## src/rtl/mdl_reg_ctrl.sv

```systemverilog
// mdl_reg_ctrl: host bus write controller in front of the LFO block.
// Synchronises host strobes, decodes register writes and applies each data write on a phi1 edge.
module mdl_reg_ctrl #(
  parameter int BUSY_CYCLES = 64,
  parameter int SYNC_STAGES = 2
) (
  input  logic       i_EMUCLK,
  input  logic       i_MRST_n,
  input  logic       i_phi1_NCEN_n,
  input  logic       i_CS_n,
  input  logic       i_WR_n,
  input  logic       i_A0,
  input  logic [7:0] i_D,
  output logic       o_BUSY,
  output logic [7:0] o_LFRQ,
  output logic [6:0] o_AMD,
  output logic [6:0] o_PMD,
  output logic [1:0] o_W,
  output logic [1:0] o_CT,
  output logic [7:0] o_TEST,
  output logic       o_LFRQ_UPDATE_n
);

  localparam int CNT_W = 7;
  localparam logic [CNT_W-1:0] CNT_LOAD = CNT_W'(BUSY_CYCLES - 1);
  localparam logic [CNT_W-1:0] CNT_ZERO = 7'd0;
  localparam logic [CNT_W-1:0] CNT_ONE  = 7'd1;

  typedef enum logic [1:0] {
    ST_IDLE = 2'd0,
    ST_PEND = 2'd1,
    ST_BUSY = 2'd2
  } state_t;

  logic                   wr_s;
  logic                   ncen_s;
  logic                   commit_s;
  logic [SYNC_STAGES-1:0] sync_r;
  logic                   sync_d_r;
  logic                   a0_r;
  logic [7:0]             d_r;
  logic [7:0]             addr_r;
  state_t                 state_r;
  logic [CNT_W-1:0]       cnt_r;
  logic [7:0]             pend_addr_r;
  logic [7:0]             pend_data_r;
  logic                   busy_r;
  logic                   upd_n_r;
  logic [7:0]             lfrq_r;
  logic [6:0]             amd_r;
  logic [6:0]             pmd_r;
  logic [1:0]             w_r;
  logic [1:0]             ct_r;
  logic [7:0]             test_r;

  assign wr_s     = ~i_CS_n & ~i_WR_n;
  assign ncen_s   = ~i_phi1_NCEN_n;
  // A write is committed once the synchronised strobe has fallen, so A0/D are long settled.
  assign commit_s = sync_d_r & ~sync_r[SYNC_STAGES-1];

  // Strobe synchroniser plus capture of A0/D while the host strobe is asserted
  always_ff @(posedge i_EMUCLK or negedge i_MRST_n) begin
    if (!i_MRST_n) begin
      sync_r   <= {SYNC_STAGES{1'b0}};
      sync_d_r <= 1'b0;
      a0_r     <= 1'b0;
      d_r      <= 8'h00;
    end else begin
      sync_r   <= {sync_r[SYNC_STAGES-2:0], wr_s};
      sync_d_r <= sync_r[SYNC_STAGES-1];
      if (wr_s) begin
        a0_r <= i_A0;
        d_r  <= i_D;
      end
    end
  end

  // Address latch; address writes are taken even while a data write is in flight
  always_ff @(posedge i_EMUCLK or negedge i_MRST_n) begin
    if (!i_MRST_n) begin
      addr_r <= 8'h00;
    end else if (commit_s && !a0_r) begin
      addr_r <= d_r;
    end
  end

  // Write scheduler: hold a data write until phi1, apply it, then keep BUSY for the hold-off period
  always_ff @(posedge i_EMUCLK or negedge i_MRST_n) begin
    if (!i_MRST_n) begin
      state_r     <= ST_IDLE;
      cnt_r       <= CNT_ZERO;
      pend_addr_r <= 8'h00;
      pend_data_r <= 8'h00;
      busy_r      <= 1'b0;
      upd_n_r     <= 1'b1;
      lfrq_r      <= 8'h00;
      amd_r       <= 7'h00;
      pmd_r       <= 7'h00;
      w_r         <= 2'b00;
      ct_r        <= 2'b00;
      test_r      <= 8'h00;
    end else begin
      case (state_r)
        ST_IDLE: begin
          if (commit_s && a0_r) begin
            pend_addr_r <= addr_r;
            pend_data_r <= d_r;
            state_r     <= ST_PEND;
            busy_r      <= 1'b1;
          end
        end
        ST_PEND: begin
          if (ncen_s) begin
            cnt_r   <= CNT_LOAD;
            state_r <= ST_BUSY;
            case (pend_addr_r)
              8'h01: test_r <= pend_data_r;
              8'h18: begin
                lfrq_r  <= pend_data_r;
                upd_n_r <= 1'b0;
              end
              8'h19: begin
                if (pend_data_r[7]) pmd_r <= pend_data_r[6:0];
                else                amd_r <= pend_data_r[6:0];
              end
              8'h1B: begin
                w_r  <= pend_data_r[1:0];
                ct_r <= pend_data_r[7:6];
              end
              default: upd_n_r <= 1'b1;
            endcase
          end
        end
        ST_BUSY: begin
          if (ncen_s) begin
            upd_n_r <= 1'b1;
            if (cnt_r == CNT_ZERO) begin
              state_r <= ST_IDLE;
              busy_r  <= 1'b0;
            end else begin
              cnt_r <= cnt_r - CNT_ONE;
            end
          end
        end
        default: begin
          state_r <= ST_IDLE;
          busy_r  <= 1'b0;
          upd_n_r <= 1'b1;
        end
      endcase
    end
  end

  assign o_BUSY          = busy_r;
  assign o_LFRQ          = lfrq_r;
  assign o_AMD           = amd_r;
  assign o_PMD           = pmd_r;
  assign o_W             = w_r;
  assign o_CT            = ct_r;
  assign o_TEST          = test_r;
  assign o_LFRQ_UPDATE_n = upd_n_r;

endmodule
```

## config.mk

```make
export PLATFORM = sky130hd
export DESIGN_NAME = mdl_reg_ctrl
export DESIGN_NICKNAME = d
export VERILOG_FILES = /design/src/rtl/mdl_reg_ctrl.sv
export SDC_FILE = /design/constraint.sdc
export NUM_CORES = 1
export LEC_CHECK = 0
export CAP_MARGIN = 10
export CORE_ASPECT_RATIO = 0.6
export CORE_MARGIN = 2
export CORE_UTILIZATION = 50
export CTS_BUF_LIST = sky130_fd_sc_hd__clkbuf_8
export DETAILED_ROUTE_END_ITERATION = 8
export PLACE_DENSITY = 0.78
export SYNTH_ARGS = -nofsm -noshare
export SYNTH_HDL_FRONTEND = slang
export SYNTH_SLANG_ARGS = --single-unit
```

## constraint.sdc

```tcl
create_clock -name i_EMUCLK -period 2.7 [get_ports i_EMUCLK]
set_clock_uncertainty 0.2 [all_clocks]
set_input_delay 0.54 -clock i_EMUCLK [delete_from_list [all_inputs] [get_ports i_EMUCLK]]
set_output_delay 0.54 -clock i_EMUCLK [all_outputs]
set_load 0.02 [all_outputs]
```

* After elaboration in Yosys (flattened, before gate mapping)
Index checks and enable logic that the tools add are counted.
Storage, ports and cells: bits in registers 81, bits of input ports 14
Operators by class: add/sub/neg operators 1, equal/unequal tests 12, muxes and demuxes 17, bitwise operators 9, reduce and logical (&&, ||, !) cells 17
Operators by type and width (number):
- equality test 8 x 5 -> 1 bit (second input constant) | 3
- AND reduction 4 bit | 6
- two-way mux 7 bit | 3
- one-hot mux 7 bit (2 select lines) | 1
- inequality test 2 bit (second input constant) | 6
- AND reduction 3 bit | 3
- equality test 8 x 1 -> 1 bit (second input constant) | 1
- two-way mux 2 bit | 4
- zero test 7 bit | 1
- NOT 1 bit | 7
- subtractor 7 x 1 -> 7 bit (second input constant) | 1
- one-hot mux 1 bit (3 select lines) | 2
- one-hot mux 2 bit (3 select lines) | 1
- two-way mux 1 bit | 5
- OR reduction 3 bit | 1
- bitwise AND 1 bit | 2
- equality test 2 x 1 -> 1 bit (second input constant) | 1
- equality test 2 bit (second input constant) | 1
- logical AND 1 bit | 2
- zero test 2 bit | 1
- one-hot mux 1 bit (2 select lines) | 1
- AND reduction 2 bit | 1
- nonzero test 2 bit | 1
- zero test 1 bit | 1

* Depth between registers and ports, before layout
Gate-level depths: netlist of the first run.
depth in word-level cells 5, gate-level depth with buffers 6

* Worst setup path after synthesis of the first run
Ideal clock, no wire load.
kind flip-flop to flip-flop, start register cnt_r[0], end register busy_r, in the netlist o_BUSY, setup time 126 ps, data arrival time 1840 ps, required time 2374 ps, slack 534 ps, cell stages (with the launch flop) 7, buffers on the path 1, path through dfrtp_1 > inv_1 > ha_1 > or4b_1 > buf_2 > or3_1 > a311o_1
Between the ends: cells in the longest elaborated chain, start to end 3
RTL lines:
- start, declared | line 44 | logic [CNT_W-1:0] cnt_r;
- start signal, assigned | line 141 | cnt_r <= cnt_r - CNT_ONE;
- zero test 7 bit | line 137 | if (cnt_r == CNT_ZERO) begin
- inequality test 2 bit (no source line)
- AND reduction 4 bit (no source line)
- end signal, assigned | line 109 | busy_r <= 1'b1;
- end signal, assigned | line 139 | busy_r <= 1'b0;
- end signal, assigned | line 147 | busy_r <= 1'b0;
- end, declared | line 47 | logic busy_r;
Every way passes these cells. A chain may end at the register's enable or synchronous reset.

* Final worst setup path of the first run
Same ends and word-level chain as after synthesis.

==> flow_summary.toml, run 1 <==
[outcome]
status = "finished, final reports clean"

[placement]
gp_congestion = 0.895
io_buffer_count = 49
place_inst = 367
hpwl_um = 4580
placed_area_mm2 = 0.00400

[power]
leakage_nw = 1.90
switching_share_pct = 29.5
p_per_area_mw_per_mm2 = 792
power_w = 0.00335
p_int_w = 0.00236
power_frac_seq_pct = 52.4
switching_power_w = 0.000987
clockPowerShare_pct = 27.2
combinationalPowerShare_pct = 20.5
peakVddDrop_uv = 350

[cells_and_area]
fill_cells = 479
num_antenna_cells = 0
area_growth_pct = 27.0
layout.nets = 310
drive_above_1_share_pct = 36.7
finalNonFillerCells = 384
final_area_mm2 = 0.00423
final_cell_mix = "dfrtp_1 (80), mux2_2 (68), clkdlybuf4s50_1 (48), buf_4 (16), clkbuf_8 (11)"
final_common_cell = "dfrtp_1"

[drt]
drt_wl_total_um = 6460
antenna_left = 0
routed_via_density = 5.46
drt_iter0_drc = 88
dr.pass1.iters = 4
routedWlPerCell_um = 16.8
num_vias = 2095
drc_errors = 0

[timing]
finalMaxSlewViolations = 0
min_period_over_period_pct = 88.4
fmax_mhz = 419
tightest_slew_ns = 0.723
grt_setup_unrepaired = "false"
hold_viol = 0
setup_viol = 0
tns_ns = 0
min_period_ns = 2.39
slew_headroom_pct = 51.6

[yosys]
synth-seq-cells = 81
syn_avg_cell_area_um2 = 14.6
synthArstFlopShare_pct = 100
synth_edf_count = 0
synth-main-ff-cell = "dfrtp_1"
synthesis.nets = 243
netlist_instances = 228
synth_area_mm2 = 0.00333
yosys_warnings = 0
yosysSeqAreaShare_pct = 61.0
yosysUniqueCellTypes = 39

[global_routing]
grt.total_usage_pct = 21.1
grt_first_pass_wirelength_um = 11300
grt_pass1_vias = 2161
grt_overflow_total = 0
grt_max_degree = 38
grt_antenna_before_repair = 0

[clock_network]
clock_sinks = 81
cts-root-buf = "clkbuf_8"
tritoncts = "built"
cts_setup_buffers = 0
h-tree-depth = 3
clkTransAtPathRegs_ns = 0.08
cts_buffers = 9
post_cts_resized = 0
clock_path_buffers = 2
clock_latency_ns = 0.34

[floorplanning]
dieArea_mm2 = 0.00734
fp.coreArea_mm2 = 0.00628
die_w_um = 109
rows = 22
io_pins = 50
start_util_pct = 53.0
dieHeight_um = 67.2

[setup_path]
cp_max_fo = 8
end_kind = "register"
worstSetupStartpointType = "register"
crit_arrival_ns = 2.41
required_ns = 2.72
critPathKind = "reg2reg"

[run]
cap_violations = 0

[worst_hold_path]
hold_path.class = "reg2reg"
-- cell families after synthesis --
family	after synthesis	synth area share, %
and+or+nand+nor	44	8.84
muxes	71	23.9
AOI/OAI and AO/OA	18	4.33
buffers and inverters	13	1.58
adders and majority gates	1	0.376
DFF	81	61.0
-- timing repair --
action / 4_1_cts / 5_1_grt
endpoints found under the setup margin: 0 / 0
hold buffers: 1 / 0
endpoints found under the hold margin: 34 / 0
-- path summary, 6_finish.rpt --
| check | startpoint | slack [ns] | depth (start not counted) | endpoint |
|---|---|---|---|---|
| min in group asynchronous | i_MRST_n | 0.51 | 2 | o_LFRQ[3]$_DFFE_PN0P_ |
| worst min register to register | sync_r[0]$_DFF_PN0_ | 0.16 | 0 | sync_r[1]$_DFF_PN0_ |
| worst min-delay path | sync_r[0]$_DFF_PN0_ | 0.16 | 0 | sync_r[1]$_DFF_PN0_ |
| worst max register to register | cnt_r[0]$_DFFE_PN0P_ | 0.31 | 5 | o_BUSY$_DFFE_PN0P_ |
| worst max-delay path | cnt_r[0]$_DFFE_PN0P_ | 0.31 | 5 | o_BUSY$_DFFE_PN0P_ |
| max in group asynchronous | i_MRST_n | 1.06 | 3 | o_LFRQ_UPDATE_n$_DFFE_PN1P_ |
-- state kept, by name, summed over array words and instances, names as in the netlist, 8 cells and up --
| name | flops |
|---|---|
| pend_data_r | 8 |
| o_LFRQ | 8 |
| d_r | 8 |
| pend_addr_r | 8 |
| o_TEST | 8 |
| addr_r | 8 |
-- power by group through the flow --
stage	Sequential (W)	Clock [W]	Combinational (W)
2_1_floorplan	0.00171	0	0.000460
3_3_place_gp	0.00176	0	0.000658
3_5_place_dp	0.00178	0	0.000684
4_1_cts	0.00175	0.000933	0.000692
5_1_grt	0.00181	0.00100	0.000757
6_report	0.00175	0.000909	0.000685
-- critical path: stages (launching register included) --
cell     delay, ns
dfrtp_1       0.41
inv_1         0.10
ha_1          0.20
or4b_1        0.60
or3_1         0.40
a311o_1       0.36
-- stage by stage --
step / util [%] / hold slack, ns / setup slack (ns)
after floorplan: - / 0.0444 / 0.534
after global placement: 63.8 / 0.132 / 0.202
after detailed placement: 63.8 / 0.141 / 0.181
after CTS: 67.3 / 0.161 / 0.336
after global routing: 67.3 / 0.174 / 0.236
final: 67.3 / 0.160 / 0.312
-- layer usage --
layer | wire (µm) | vias to the layer above | share of wire (%) | track usage, %
met3 | 349 | 2 | 5.4 | 7.53
met5 | 0 | - | 0 | 0
li1 | - | 967 | - | -
met2 | 2850 | 51 | 44 | 30.6
met4 | 10 | 0 | 0.15 | 3.32
met1 | 3250 | 1075 | 50 | 31.4
-- cells in the mapped netlist, types with 3 or more instances --
master / count / share of area, %
dfrtp_1: 80 / 60
mux2_2: 68 / 23
nor2_1: 10 / 1.1
clkbuf_1: 6 / 0.68
nor2b_1: 5 / 0.94
inv_1: 4 / 0.45
nand4_1: 4 / 0.75
buf_2: 3 / 0.45
mux2i_1: 3 / 0.90
nand3_1: 3 / 0.45
o211ai_1: 3 / 0.68
o21ai_0: 3 / 0.45
-- layout make-up --
cell class                 instances  area (µm²)  area share (%)
timing repair buffer              65         611            14.5
tap                               84         105            2.49
inverter                           4        15.0           0.355
sequential                        81        2030            48.0
clock buffer                      11         151            3.58
clock inverter                     5        62.6            1.48
multi-input combinational        134        1250            29.6
No activity file was read; power rests on OpenSTA's default activity.
==> run 2: changes to the inputs <==
--- a/config.mk
+++ b/config.mk
@@ -9,7 +9,7 @@
 export CORE_ASPECT_RATIO = 0.6
 export CORE_MARGIN = 2
 export CORE_UTILIZATION = 50
-export CTS_BUF_LIST = sky130_fd_sc_hd__clkbuf_8
+export CTS_BUF_LIST = sky130_fd_sc_hd__clkbuf_4
 export DETAILED_ROUTE_END_ITERATION = 8
 export PLACE_DENSITY = 0.78
 export SYNTH_ARGS = -nofsm -noshare
==> flow_summary.toml, run 2 (synthesis gave the netlist of run 1 again) <==
[setup_path]
critPathKind = "reg2reg"
crit_arrival_ns = 2.51
required_ns = 2.81
critPathMaxStageDelay_ns = 0.61
end_kind = "register"
worstSetupStartpointType = "register"
cp_slowest_cell = "or4b_1"
critical_path.cell_chain = "inv_1 -> ha_1 -> or4b_1 -> or3_1 -> a311o_1"
cp_max_fo = 8

[timing]
fmax_mhz = 417
tns_ns = 0
min_period_over_period_pct = 88.8
fin_ws_ns = 0.302
min_period_ns = 2.40
hold_viol = 0
finalMaxSlewViolations = 0
grt_setup_unrepaired = "false"
tightest_slew_ns = 0.733
setup_viol = 0
slew_headroom_pct = 50.9

[power]
peakVddDrop_uv = 378
p_per_area_mw_per_mm2 = 753
leakage_nw = 1.87
p_int_w = 0.00215
power_frac_seq_pct = 56.0
combinationalPowerShare_pct = 21.8
clockPowerShare_pct = 22.1
switching_share_pct = 31.0
power_w = 0.00312
switching_power_w = 0.000970

[clock_network]
clock_path_buffers = 2
cts-root-buf = "clkbuf_4"
holdBufCountCts = 1
clkTransAtPathRegs_ns = 0.13
tritoncts = "built"
post_cts_resized = 0
clock_sinks = 81
cts_setup_buffers = 0
cts_buffers = 9
h-tree-depth = 3
clock_latency_ns = 0.42

[drt]
routedWlPerCell_um = 16.8
routed_via_density = 5.48
num_vias = 2106
antenna_left = 0
dr.pass1.iters = 4
drc_errors = 0
drt_iter0_drc = 79
drt_wl_total_um = 6470

[placement]
place_ws_ns = 0.181
hpwl_um = 4580
gp_congestion = 0.895
io_buffer_count = 49

[global_routing]
grt_pass1_vias = 2190
grt_max_degree = 38
grt_antenna_before_repair = 0
grt_overflow_total = 0
grt.total_usage_pct = 21.0
grt_first_pass_wirelength_um = 11300

[cells_and_area]
layout.nets = 310
num_antenna_cells = 0
drive_above_1_share_pct = 36.0
area_growth_pct = 24.7
final_common_cell = "dfrtp_1"
final_cell_mix = "dfrtp_1 (80), mux2_2 (68), clkdlybuf4s50_1 (48), buf_4 (16), nor2_1 (10)"

[floorplanning]
fp.coreArea_mm2 = 0.00628
io_pins = 50
start_util_pct = 53.0
dieHeight_um = 67.2
die_w_um = 109
rows = 22
dieArea_mm2 = 0.00734

[worst_hold_path]
hold_path.class = "reg2reg"

[run]
cap_violations = 0

[outcome]
status = "finished, final reports clean"
run 2: cell count changes in the layout (fill, tap and decap cells not counted):
cell      previous run  this run
clkbuf_8            11         0
clkinv_1             0         2
clkbuf_4             0         9
run 2: cell type report:
cell class	instances	area, µm²
tap	84	105
inverter	4	15.0
timing repair buffer	65	611
clock inverter	7	70.1
sequential	81	2030
multi-input combinational	134	1250
clock buffer	9	67.6
fill	492	2130
run 2: path summary, 6_finish.rpt:
kind | depth (start not counted) | endpoint | slack, ns | startpoint
max | 5 | o_BUSY$_DFFE_PN0P_ | 0.30 | cnt_r[0]$_DFFE_PN0P_
min | 0 | sync_r[1]$_DFF_PN0_ | 0.17 | sync_r[0]$_DFF_PN0_
max reg2reg | 5 | o_BUSY$_DFFE_PN0P_ | 0.30 | cnt_r[0]$_DFFE_PN0P_
min reg2reg | 0 | sync_r[1]$_DFF_PN0_ | 0.17 | sync_r[0]$_DFF_PN0_
max in group asynchronous | 3 | o_LFRQ_UPDATE_n$_DFFE_PN1P_ | 1.15 | i_MRST_n
min in group asynchronous | 2 | addr_r[2]$_DFFE_PN0P_ | 0.43 | i_MRST_n
run 2: stage by stage:
step	utilization (%)	instances	hold slack [ns]	instance area, µm²
2_1_floorplan	-	228	0.0444	3330
3_3_place_gp	63.8	367	0.132	4000
3_5_place_dp	63.8	367	0.141	4000
4_1_cts	66.1	384	0.172	4150
5_1_grt	66.1	384	0.186	4150
6_report	66.1	384	0.170	4150
run 2: worst max-delay path, delay by kind of cell (launching register included):
| family | cells | cell delay (ns) |
|---|---|---|
| AND/OR/NAND/NOR | 2 | 1.01 |
| flip-flops | 1 | 0.43 |
| AO/OA/AOI/OAI | 1 | 0.36 |
| adder cells (fa/ha/maj) | 1 | 0.20 |
| buffers and inverters | 1 | 0.09 |
run 2: routing by layer:
layer | global-route usage [%] | up-vias | routed length (µm)
met5 | 0 | - | 0
met4 | 5.22 | 0 | 23
met3 | 6.37 | 5 | 362
met2 | 30.4 | 59 | 2720
met1 | 31.2 | 1074 | 3360
li1 | - | 968 | -
run 2: power groups by stage:
stage | combinational [W] | clock, W | sequential, W
floorplan | 0.000460 | 0 | 0.00171
global placement | 0.000658 | 0 | 0.00176
detailed placement | 0.000684 | 0 | 0.00178
CTS | 0.000689 | 0.000713 | 0.00175
global route | 0.000755 | 0.000771 | 0.00181
finish | 0.000682 | 0.000692 | 0.00175
==> run 3: changes to the inputs <==
--- a/config.mk
+++ b/config.mk
@@ -5,7 +5,6 @@
 export SDC_FILE = /design/constraint.sdc
 export NUM_CORES = 1
 export LEC_CHECK = 0
-export CAP_MARGIN = 10
 export CORE_ASPECT_RATIO = 0.6
 export CORE_MARGIN = 2
 export CORE_UTILIZATION = 50
==> results of run 3 <==
Final layout, timing and power as in run 2 (identical DEF).
